[config.mk]
export PLATFORM = sky130hd
export DESIGN_NAME = commit_trace_buf_flat
export DESIGN_NICKNAME = d
export VERILOG_FILES = /design/src/rtl/commit_trace_pkg.sv /design/src/rtl/commit_trace_if.sv /design/src/rtl/commit_trace_ram.sv /design/src/rtl/commit_trace_buf.sv /design/src/flat_wrapper.sv
export SDC_FILE = /design/constraint.sdc
export NUM_CORES = 2
export LEC_CHECK = 0
export ABC_AREA = 1
export CORE_AREA = 2 2 685 414
export DETAILED_ROUTE_END_ITERATION = 8
export DIE_AREA = 0 0 687 416
export PLACE_DENSITY = 0.42
export SYNTH_ARGS = -nofsm -noshare
export SYNTH_HDL_FRONTEND = slang
export SYNTH_SLANG_ARGS = --single-unit
export TNS_END_PERCENT = 100
[constraint.sdc]
create_clock -name clk -period 14 [get_ports clk]
set_input_delay 1.4 -clock clk [delete_from_list [all_inputs] [get_ports clk]]
set_output_delay 1.4 -clock clk [all_outputs]
set_load 0.005 [all_outputs]
[src/rtl/commit_trace_pkg.sv]
// Shared record definition for the commit trace buffer.
// Holds the record type codes, the packed record layout and a word-align helper.
package commit_trace_pkg;

    localparam logic TR_GRF = 1'b0;
    localparam logic TR_MEM = 1'b1;

    typedef struct packed {
        logic        typ;
        logic [31:0] pc;
        logic [31:0] addr;
        logic [31:0] data;
        logic [3:0]  byteen;
    } trace_rec_t;

    localparam int REC_W = $bits(trace_rec_t);
    localparam int SEQ_W = 16;

    function automatic logic [31:0] word_align(input logic [31:0] a);
        return {a[31:2], 2'b00};
    endfunction

endpackage

[src/rtl/commit_trace_if.sv]
// CPU commit events in, trace records out. out_seq exists only when
// COMMIT_TRACE_SEQ_EN is defined.
interface commit_trace_if;

    logic        w_grf_we;
    logic [4:0]  w_grf_addr;
    logic [31:0] w_grf_wdata;
    logic [31:0] w_inst_addr;
    logic [3:0]  m_data_byteen;
    logic [31:0] m_data_addr;
    logic [31:0] m_data_wdata;
    logic [31:0] m_inst_addr;
    logic        out_valid;
    logic        out_ready;
    logic        out_type;
    logic [31:0] out_pc;
    logic [31:0] out_addr;
    logic [31:0] out_data;
    logic [3:0]  out_byteen;
`ifdef COMMIT_TRACE_SEQ_EN
    logic [15:0] out_seq;
`endif

    modport master (
        output w_grf_we, w_grf_addr, w_grf_wdata, w_inst_addr,
        output m_data_byteen, m_data_addr, m_data_wdata, m_inst_addr,
        output out_ready,
`ifdef COMMIT_TRACE_SEQ_EN
        input  out_seq,
`endif
        input  out_valid, out_type, out_pc, out_addr, out_data, out_byteen
    );

    modport slave (
        input  w_grf_we, w_grf_addr, w_grf_wdata, w_inst_addr,
        input  m_data_byteen, m_data_addr, m_data_wdata, m_inst_addr,
        input  out_ready,
`ifdef COMMIT_TRACE_SEQ_EN
        output out_seq,
`endif
        output out_valid, out_type, out_pc, out_addr, out_data, out_byteen
    );

endinterface

[src/rtl/commit_trace_ram.sv]
// Trace entry storage: two synchronous write ports, one asynchronous read port.
// The two write addresses are always distinct (consecutive slots).
module commit_trace_ram #(
    parameter int DEPTH = 16,
    parameter int WIDTH = 101
) (
    input  logic                     clk,
    input  logic                     we_a,
    input  logic [$clog2(DEPTH)-1:0] addr_a,
    input  logic [WIDTH-1:0]         data_a,
    input  logic                     we_b,
    input  logic [$clog2(DEPTH)-1:0] addr_b,
    input  logic [WIDTH-1:0]         data_b,
    input  logic [$clog2(DEPTH)-1:0] raddr,
    output logic [WIDTH-1:0]         rdata
);

    logic [WIDTH-1:0] mem [DEPTH];

    always_ff @(posedge clk) begin
        if (we_a) mem[addr_a] <= data_a;
        if (we_b) mem[addr_b] <= data_b;
    end

    assign rdata = mem[raddr];

endmodule

[src/rtl/commit_trace_buf.sv]
// Show-ahead FIFO of CPU commit records (GRF writebacks and stores), up to two per cycle.
// Define COMMIT_TRACE_SEQ_EN to tag each accepted record with a 16-bit sequence number.
module commit_trace_buf
    import commit_trace_pkg::*;
#(
    parameter int DEPTH = 16,
    parameter int CNT_W = 16
) (
    input  logic                   clk,
    input  logic                   reset,
    commit_trace_if.slave          bus,
    output logic [$clog2(DEPTH):0] level,
    output logic                   overflow,
    output logic [CNT_W-1:0]       drop_cnt
);

    localparam int AW = $clog2(DEPTH);
    localparam int LW = AW + 1;
    localparam int FW = LW + 1;
`ifdef COMMIT_TRACE_SEQ_EN
    localparam int ENT_W = REC_W + SEQ_W;
`else
    localparam int ENT_W = REC_W;
`endif

    logic [AW-1:0]    wptr, rptr;
    logic             grf_v, mem_v, valid, pop;
    logic [FW-1:0]    free_slots;
    logic [1:0]       n_req, n_acc, n_drop;
    logic [CNT_W:0]   drop_sum;
    trace_rec_t       grf_rec, mem_rec, rec0, rec1, head;
    logic [ENT_W-1:0] ent0, ent1, ent_rd;

    always_comb begin
        grf_v   = bus.w_grf_we && (bus.w_grf_addr != 5'd0);
        mem_v   = |bus.m_data_byteen;
        grf_rec = '{typ: TR_GRF, pc: bus.w_inst_addr, addr: {27'b0, bus.w_grf_addr},
                    data: bus.w_grf_wdata, byteen: 4'hF};
        mem_rec = '{typ: TR_MEM, pc: bus.m_inst_addr, addr: word_align(bus.m_data_addr),
                    data: bus.m_data_wdata, byteen: bus.m_data_byteen};
        // GRF belongs to the older instruction, so it takes the first slot
        rec0    = grf_v ? grf_rec : mem_rec;
        rec1    = mem_rec;
        valid   = (level != '0);
        pop     = valid && bus.out_ready;
        free_slots = FW'(DEPTH) - FW'(level) + FW'(pop);
        n_req   = {1'b0, grf_v} + {1'b0, mem_v};
        // Truncating acceptance drops the trailing (MEM) record first
        if (free_slots >= FW'(n_req)) n_acc = n_req;
        else                          n_acc = free_slots[1:0];
        n_drop   = n_req - n_acc;
        drop_sum = {1'b0, drop_cnt} + (CNT_W+1)'(n_drop);
    end

`ifdef COMMIT_TRACE_SEQ_EN
    logic [SEQ_W-1:0] seq_cnt;

    always_ff @(posedge clk or negedge reset) begin
        if (!reset) seq_cnt <= '0;
        else        seq_cnt <= seq_cnt + SEQ_W'(n_acc);
    end

    assign ent0        = {seq_cnt, rec0};
    assign ent1        = {seq_cnt + 16'd1, rec1};
    assign bus.out_seq = valid ? ent_rd[ENT_W-1:REC_W] : '0;
`else
    assign ent0 = rec0;
    assign ent1 = rec1;
`endif

    always_ff @(posedge clk or negedge reset) begin
        if (!reset) begin
            wptr     <= '0;
            rptr     <= '0;
            level    <= '0;
            overflow <= 1'b0;
            drop_cnt <= '0;
        end else begin
            wptr  <= wptr + AW'(n_acc);
            rptr  <= rptr + AW'(pop);
            level <= level + LW'(n_acc) - LW'(pop);
            if (n_drop != 2'd0) begin
                overflow <= 1'b1;
                drop_cnt <= drop_sum[CNT_W] ? '1 : drop_sum[CNT_W-1:0];
            end
        end
    end

    commit_trace_ram #(.DEPTH(DEPTH), .WIDTH(ENT_W)) u_ram (
        .clk    (clk),
        .we_a   (n_acc != 2'd0),
        .addr_a (wptr),
        .data_a (ent0),
        .we_b   (n_acc == 2'd2),
        .addr_b (wptr + AW'(1)),
        .data_b (ent1),
        .raddr  (rptr),
        .rdata  (ent_rd)
    );

    assign head           = valid ? trace_rec_t'(ent_rd[REC_W-1:0]) : '0;
    assign bus.out_valid  = valid;
    assign bus.out_type   = head.typ;
    assign bus.out_pc     = head.pc;
    assign bus.out_addr   = head.addr;
    assign bus.out_data   = head.data;
    assign bus.out_byteen = head.byteen;

endmodule

[src/flat_wrapper.sv]
// flat-port wrapper written by rule: the top's interface ports become plain ports
module commit_trace_buf_flat import commit_trace_pkg::*;
#(
    parameter int DEPTH = 16,
    parameter int CNT_W = 16
)
  (clk, reset, level, overflow, drop_cnt, bus_w_grf_we, bus_w_grf_addr, bus_w_grf_wdata, bus_w_inst_addr, bus_m_data_byteen, bus_m_data_addr, bus_m_data_wdata, bus_m_inst_addr, bus_out_ready, bus_out_valid, bus_out_type, bus_out_pc, bus_out_addr, bus_out_data, bus_out_byteen);
  commit_trace_if bus_i ();
  input  logic clk;
  input  logic reset;
  output logic [$clog2(DEPTH):0] level;
  output logic overflow;
  output logic [CNT_W-1:0] drop_cnt;
  input wire logic [$bits(bus_i.w_grf_we)-1:0] bus_w_grf_we;
  input wire logic [$bits(bus_i.w_grf_addr)-1:0] bus_w_grf_addr;
  input wire logic [$bits(bus_i.w_grf_wdata)-1:0] bus_w_grf_wdata;
  input wire logic [$bits(bus_i.w_inst_addr)-1:0] bus_w_inst_addr;
  input wire logic [$bits(bus_i.m_data_byteen)-1:0] bus_m_data_byteen;
  input wire logic [$bits(bus_i.m_data_addr)-1:0] bus_m_data_addr;
  input wire logic [$bits(bus_i.m_data_wdata)-1:0] bus_m_data_wdata;
  input wire logic [$bits(bus_i.m_inst_addr)-1:0] bus_m_inst_addr;
  input wire logic [$bits(bus_i.out_ready)-1:0] bus_out_ready;
  output wire logic [$bits(bus_i.out_valid)-1:0] bus_out_valid;
  output wire logic [$bits(bus_i.out_type)-1:0] bus_out_type;
  output wire logic [$bits(bus_i.out_pc)-1:0] bus_out_pc;
  output wire logic [$bits(bus_i.out_addr)-1:0] bus_out_addr;
  output wire logic [$bits(bus_i.out_data)-1:0] bus_out_data;
  output wire logic [$bits(bus_i.out_byteen)-1:0] bus_out_byteen;
  assign bus_i.w_grf_we = bus_w_grf_we;
  assign bus_i.w_grf_addr = bus_w_grf_addr;
  assign bus_i.w_grf_wdata = bus_w_grf_wdata;
  assign bus_i.w_inst_addr = bus_w_inst_addr;
  assign bus_i.m_data_byteen = bus_m_data_byteen;
  assign bus_i.m_data_addr = bus_m_data_addr;
  assign bus_i.m_data_wdata = bus_m_data_wdata;
  assign bus_i.m_inst_addr = bus_m_inst_addr;
  assign bus_i.out_ready = bus_out_ready;
  assign bus_out_valid = bus_i.out_valid;
  assign bus_out_type = bus_i.out_type;
  assign bus_out_pc = bus_i.out_pc;
  assign bus_out_addr = bus_i.out_addr;
  assign bus_out_data = bus_i.out_data;
  assign bus_out_byteen = bus_i.out_byteen;
  commit_trace_buf #(.DEPTH(DEPTH), .CNT_W(CNT_W)) u_core (.clk(clk), .reset(reset), .bus(bus_i), .level(level), .overflow(overflow), .drop_cnt(drop_cnt));
endmodule
==> metrics.txt <==
r2r startpoint u_core.level[2]; most common cell in the netlist edfxtp_1; combinational share of power 0.443; largest family of logic cells by synthesized area compound AO/OA/AOI/OAI gates; worst vdd ir between 0.2 and 0.25 mV; DRT Wirelength 393200 um; RR Endpoint u_core.u_ram.mem[0][92]; Std-Cell Rows 151; Core ar. 280400 um^2; XOR/XNOR Fraction of Synth Area 0.0009437; RSZ-0062 raised after global routing false; Die Y-Extent 416 um; Synthesized Nets 8574; Syn Inst Count 8377; Post-synth top cells edfxtp_1 (1568), nand3_1 (1325), o21ai_0 (1322); CTS Buf Count roughly 190; IO Count 297; clock power share 0.227; Worst Path Arrival 8.92 ns; status finished, final reports clean; fraction of the mapped netlist area in compound gates 0.1833; Post-CTS Setup Repair Bufs 0; initial DRC count 10130; fin crit share 0.6076; sequential share of power 0.331; setup ws final 5.494 ns; Routed wire per std cell 32.91 um; Vias 71220; synth-to-layout area growth 11.91%; DR DRC count 0; Fillers about 28000; clk sinks 1646; Nets 8263; Hold Buf Count CTS 0; post-synthesis simple-gate area fraction 0.1618; ys async rst share 0.01823; Vias/cell roughly 6.0; Primary FF master, synth edfxtp_1; vias in the first global route 67260; number of flops mapped to enable cells by yosys 1568; antenna-violating nets left 0; Pwr per Cell Area 221.0 nW/um^2; Synth top area share 0.5637; setup violators final 0; final hold vios 0; Post-DP HPWL between 150000 and 200000 um; pre-CTS setup slack 4.853 ns; post-synthesis mux area share 0; final core occ 0.3334; Hold Path Stages 2; DR pass1 iterations 6; Worst setup EP type flop; Peak Freq 0.1176 GHz; crit-path max FO 82; warnings from Yosys 0; adder-cell share of the synthesized area 0.003865; LEAKAGE 30.51 nW; max_cap viols 0; chip width 687 um; Total GRT Usage 0.2653; r2r setup slk between 6 and 7 ns; HP Class reg2reg; sequential area share after synthesis 0.5842; pin count of the biggest net entering global routing 209; worst-margin pin slew 1.460 ns; kind of critical path in2reg; Final GP Congestion 0.7776; Switching Share 0.4487; cells on worst reg2reg path 20; post-cts resize count 0; skew final 0.07465 ns; Synth Register Bits 1646; synth top area cells edfxtp_1 (56%), nand3_1 (7.9%), o21ai_0 (7.9%); layout cells sized above 1 0.09702; leading area contributor after synthesis edfxtp_1; Synth Area per Inst 9.971 um^2; Sw Pwr approximately 0.0093 W; clock root cell clkbuf_16; Worst-path clk slew 0.07 ns; Worst Hold End u_core.u_ram.mem[6][100]; HP Start u_core.u_ram.mem[6][100]; Starting Density 0.2979; setup TNS 0 ns; port bufs 294; post-route cell area 93480 um^2; grt ovf 0; CTS tree done; htree depth 4; Max clock buf depth 4; total power 0.02066 W; Netlist cell types 38; Die ar. around 290000 um^2; first-pass GRT wire length approximately 550000 um; Clock Latency Late Sink 0.87 ns; Cell Area, Synth 83530 um^2; Slew headroom 0.01984; CP Data Required Time 14.42 ns; Final min period between 8 and 9 ns; fin. max-slew vios 0; Worst Setup Start Kind primary input; initial antenna violation count 14; internal power approximately 0.011 W; DP Area 88030 um^2
-- metrics by stage --
step	hold slack, ns	cells
after floorplan	0.4209	8377
after global placement	0.4396	11630
after detailed placement	0.4390	11630
after CTS	0.4546	11940
after global routing	0.4641	11940
final	0.4534	11950
-- power by group through the flow --
stage	Sequential, W	Clock, W	Combinational [W]
2_1_floorplan	0.00680	0	0.00489
3_3_place_gp	0.00691	0	0.00900
3_5_place_dp	0.00691	0	0.00902
4_1_cts	0.00682	0.00473	0.00904
5_1_grt	0.00689	0.00490	0.00964
6_report	0.00683	0.00468	0.00915
-- layout by cell type (no fill, tap or decap), types with 4 or more instances in the layout --
cell / netlist / layout
nand2_2: 12 / 10
buf_4: 63 / 154
clkbuf_8: 0 / 6
a21oi_1: 104 / 104
dfrtp_1: 30 / 26
o21ai_1: 549 / 547
nand2_4: 30 / 27
buf_12: 2 / 10
nand3_4: 10 / 17
nor2_4: 1 / 17
o22ai_1: 127 / 127
inv_6: 0 / 4
nand3_1: 1325 / 1319
nor3_1: 7 / 6
o21ai_2: 143 / 145
clkinv_2: 0 / 21
diode_2: 0 / 5
inv_1: 157 / 153
clkbuf_1: 560 / 55
dfrtp_4: 0 / 4
o21ai_0: 1322 / 1322
clkdlybuf4s50_1: 0 / 293
nor2_1: 1113 / 1096
nand4_1: 7 / 7
xor2_1: 6 / 6
dfxtp_1: 48 / 48
ha_1: 21 / 21
clkinv_1: 1 / 35
nor2_2: 159 / 160
o211ai_1: 127 / 127
clkbuf_16: 0 / 193
nand2_1: 260 / 254
or2_2: 4 / 4
o221ai_1: 277 / 277
edfxtp_1: 1568 / 1568
nand2_8: 0 / 11
-- area by class of cell --
class / instances / area, um^2 / area share
Clock buffer: 254 / 5119 / 0.05476
Clock inverter: 62 / 307.8 / 0.003293
Tap cell: 3748 / 4690 / 0.05017
Multi-Input combinational cell: 5614 / 29600 / 0.3166
Sequential cell: 1646 / 48810 / 0.5222
Timing Repair Buffer: 458 / 4294 / 0.04594
Antenna cell: 5 / 12.51 / 0.0001338
Inverter: 160 / 645.6 / 0.006907
-- cells by family (layout without fill, tap and decap cells) --
group	Yosys count	count (layout)
compound gates	2649	2649
xor+xnor	9	9
fa+ha+maj	24	24
buf+inv	1117	934
flops	1646	1646
other cells	0	5
simple gates	2932	2932
-- worst max-delay path by stage --
stage                     cells after the start  slack, ns                 endpoint               from
after floorplan                              22       7.36  u_core.u_ram.mem[4][59]  bus_w_grf_addr[3]
after global placement                       20       4.31  u_core.u_ram.mem[0][98]  bus_w_grf_addr[3]
after detailed placement                     20       4.85  u_core.u_ram.mem[0][98]  bus_w_grf_addr[3]
after CTS                                    20       5.70  u_core.u_ram.mem[0][95]  bus_w_grf_addr[3]
after global routing                         20       5.33  u_core.u_ram.mem[0][95]  bus_w_grf_addr[3]
final                                        20       5.49  u_core.u_ram.mem[0][92]  bus_w_grf_addr[3]
-- sequential cells by signal, summed over array words and instances, names as in the netlist --
signal / cells
u_core.drop_cnt: 16
u_core.overflow: 1
u_core.u_ram.mem: 1616
u_core.level: 5
u_core.rptr: 4
u_core.wptr: 4
-- worst max-delay path, cell delays in order --
cell and delay [ns]:
clkdlybuf4s50_1 0.48, nor3_2 0.69, nand3_1 0.14, nand2_1 0.25, inv_8 0.19, ha_1 0.37, ha_1 0.30, inv_1 0.05
nand2_1 0.05, nand2_1 0.07, inv_1 0.04, nor2_1 0.17, nand3_4 0.11, nand2_2 0.09, nand2_4 0.32, nand2_8 0.61
buf_4 0.82, nand2_1 0.87, nand2_8 0.72, buf_4 0.90
-- per-layer routing --
| metal | GRT usage | share of wire |
|---|---|---|
| met1 | 0.3903 | 0.44 |
| met5 | 0 | 0.000066 |
| met3 | 0.04249 | 0.093 |
| met2 | 0.3991 | 0.44 |
| met4 | 0.08069 | 0.033 |
No activity file was read; power rests on OpenSTA's default activity.
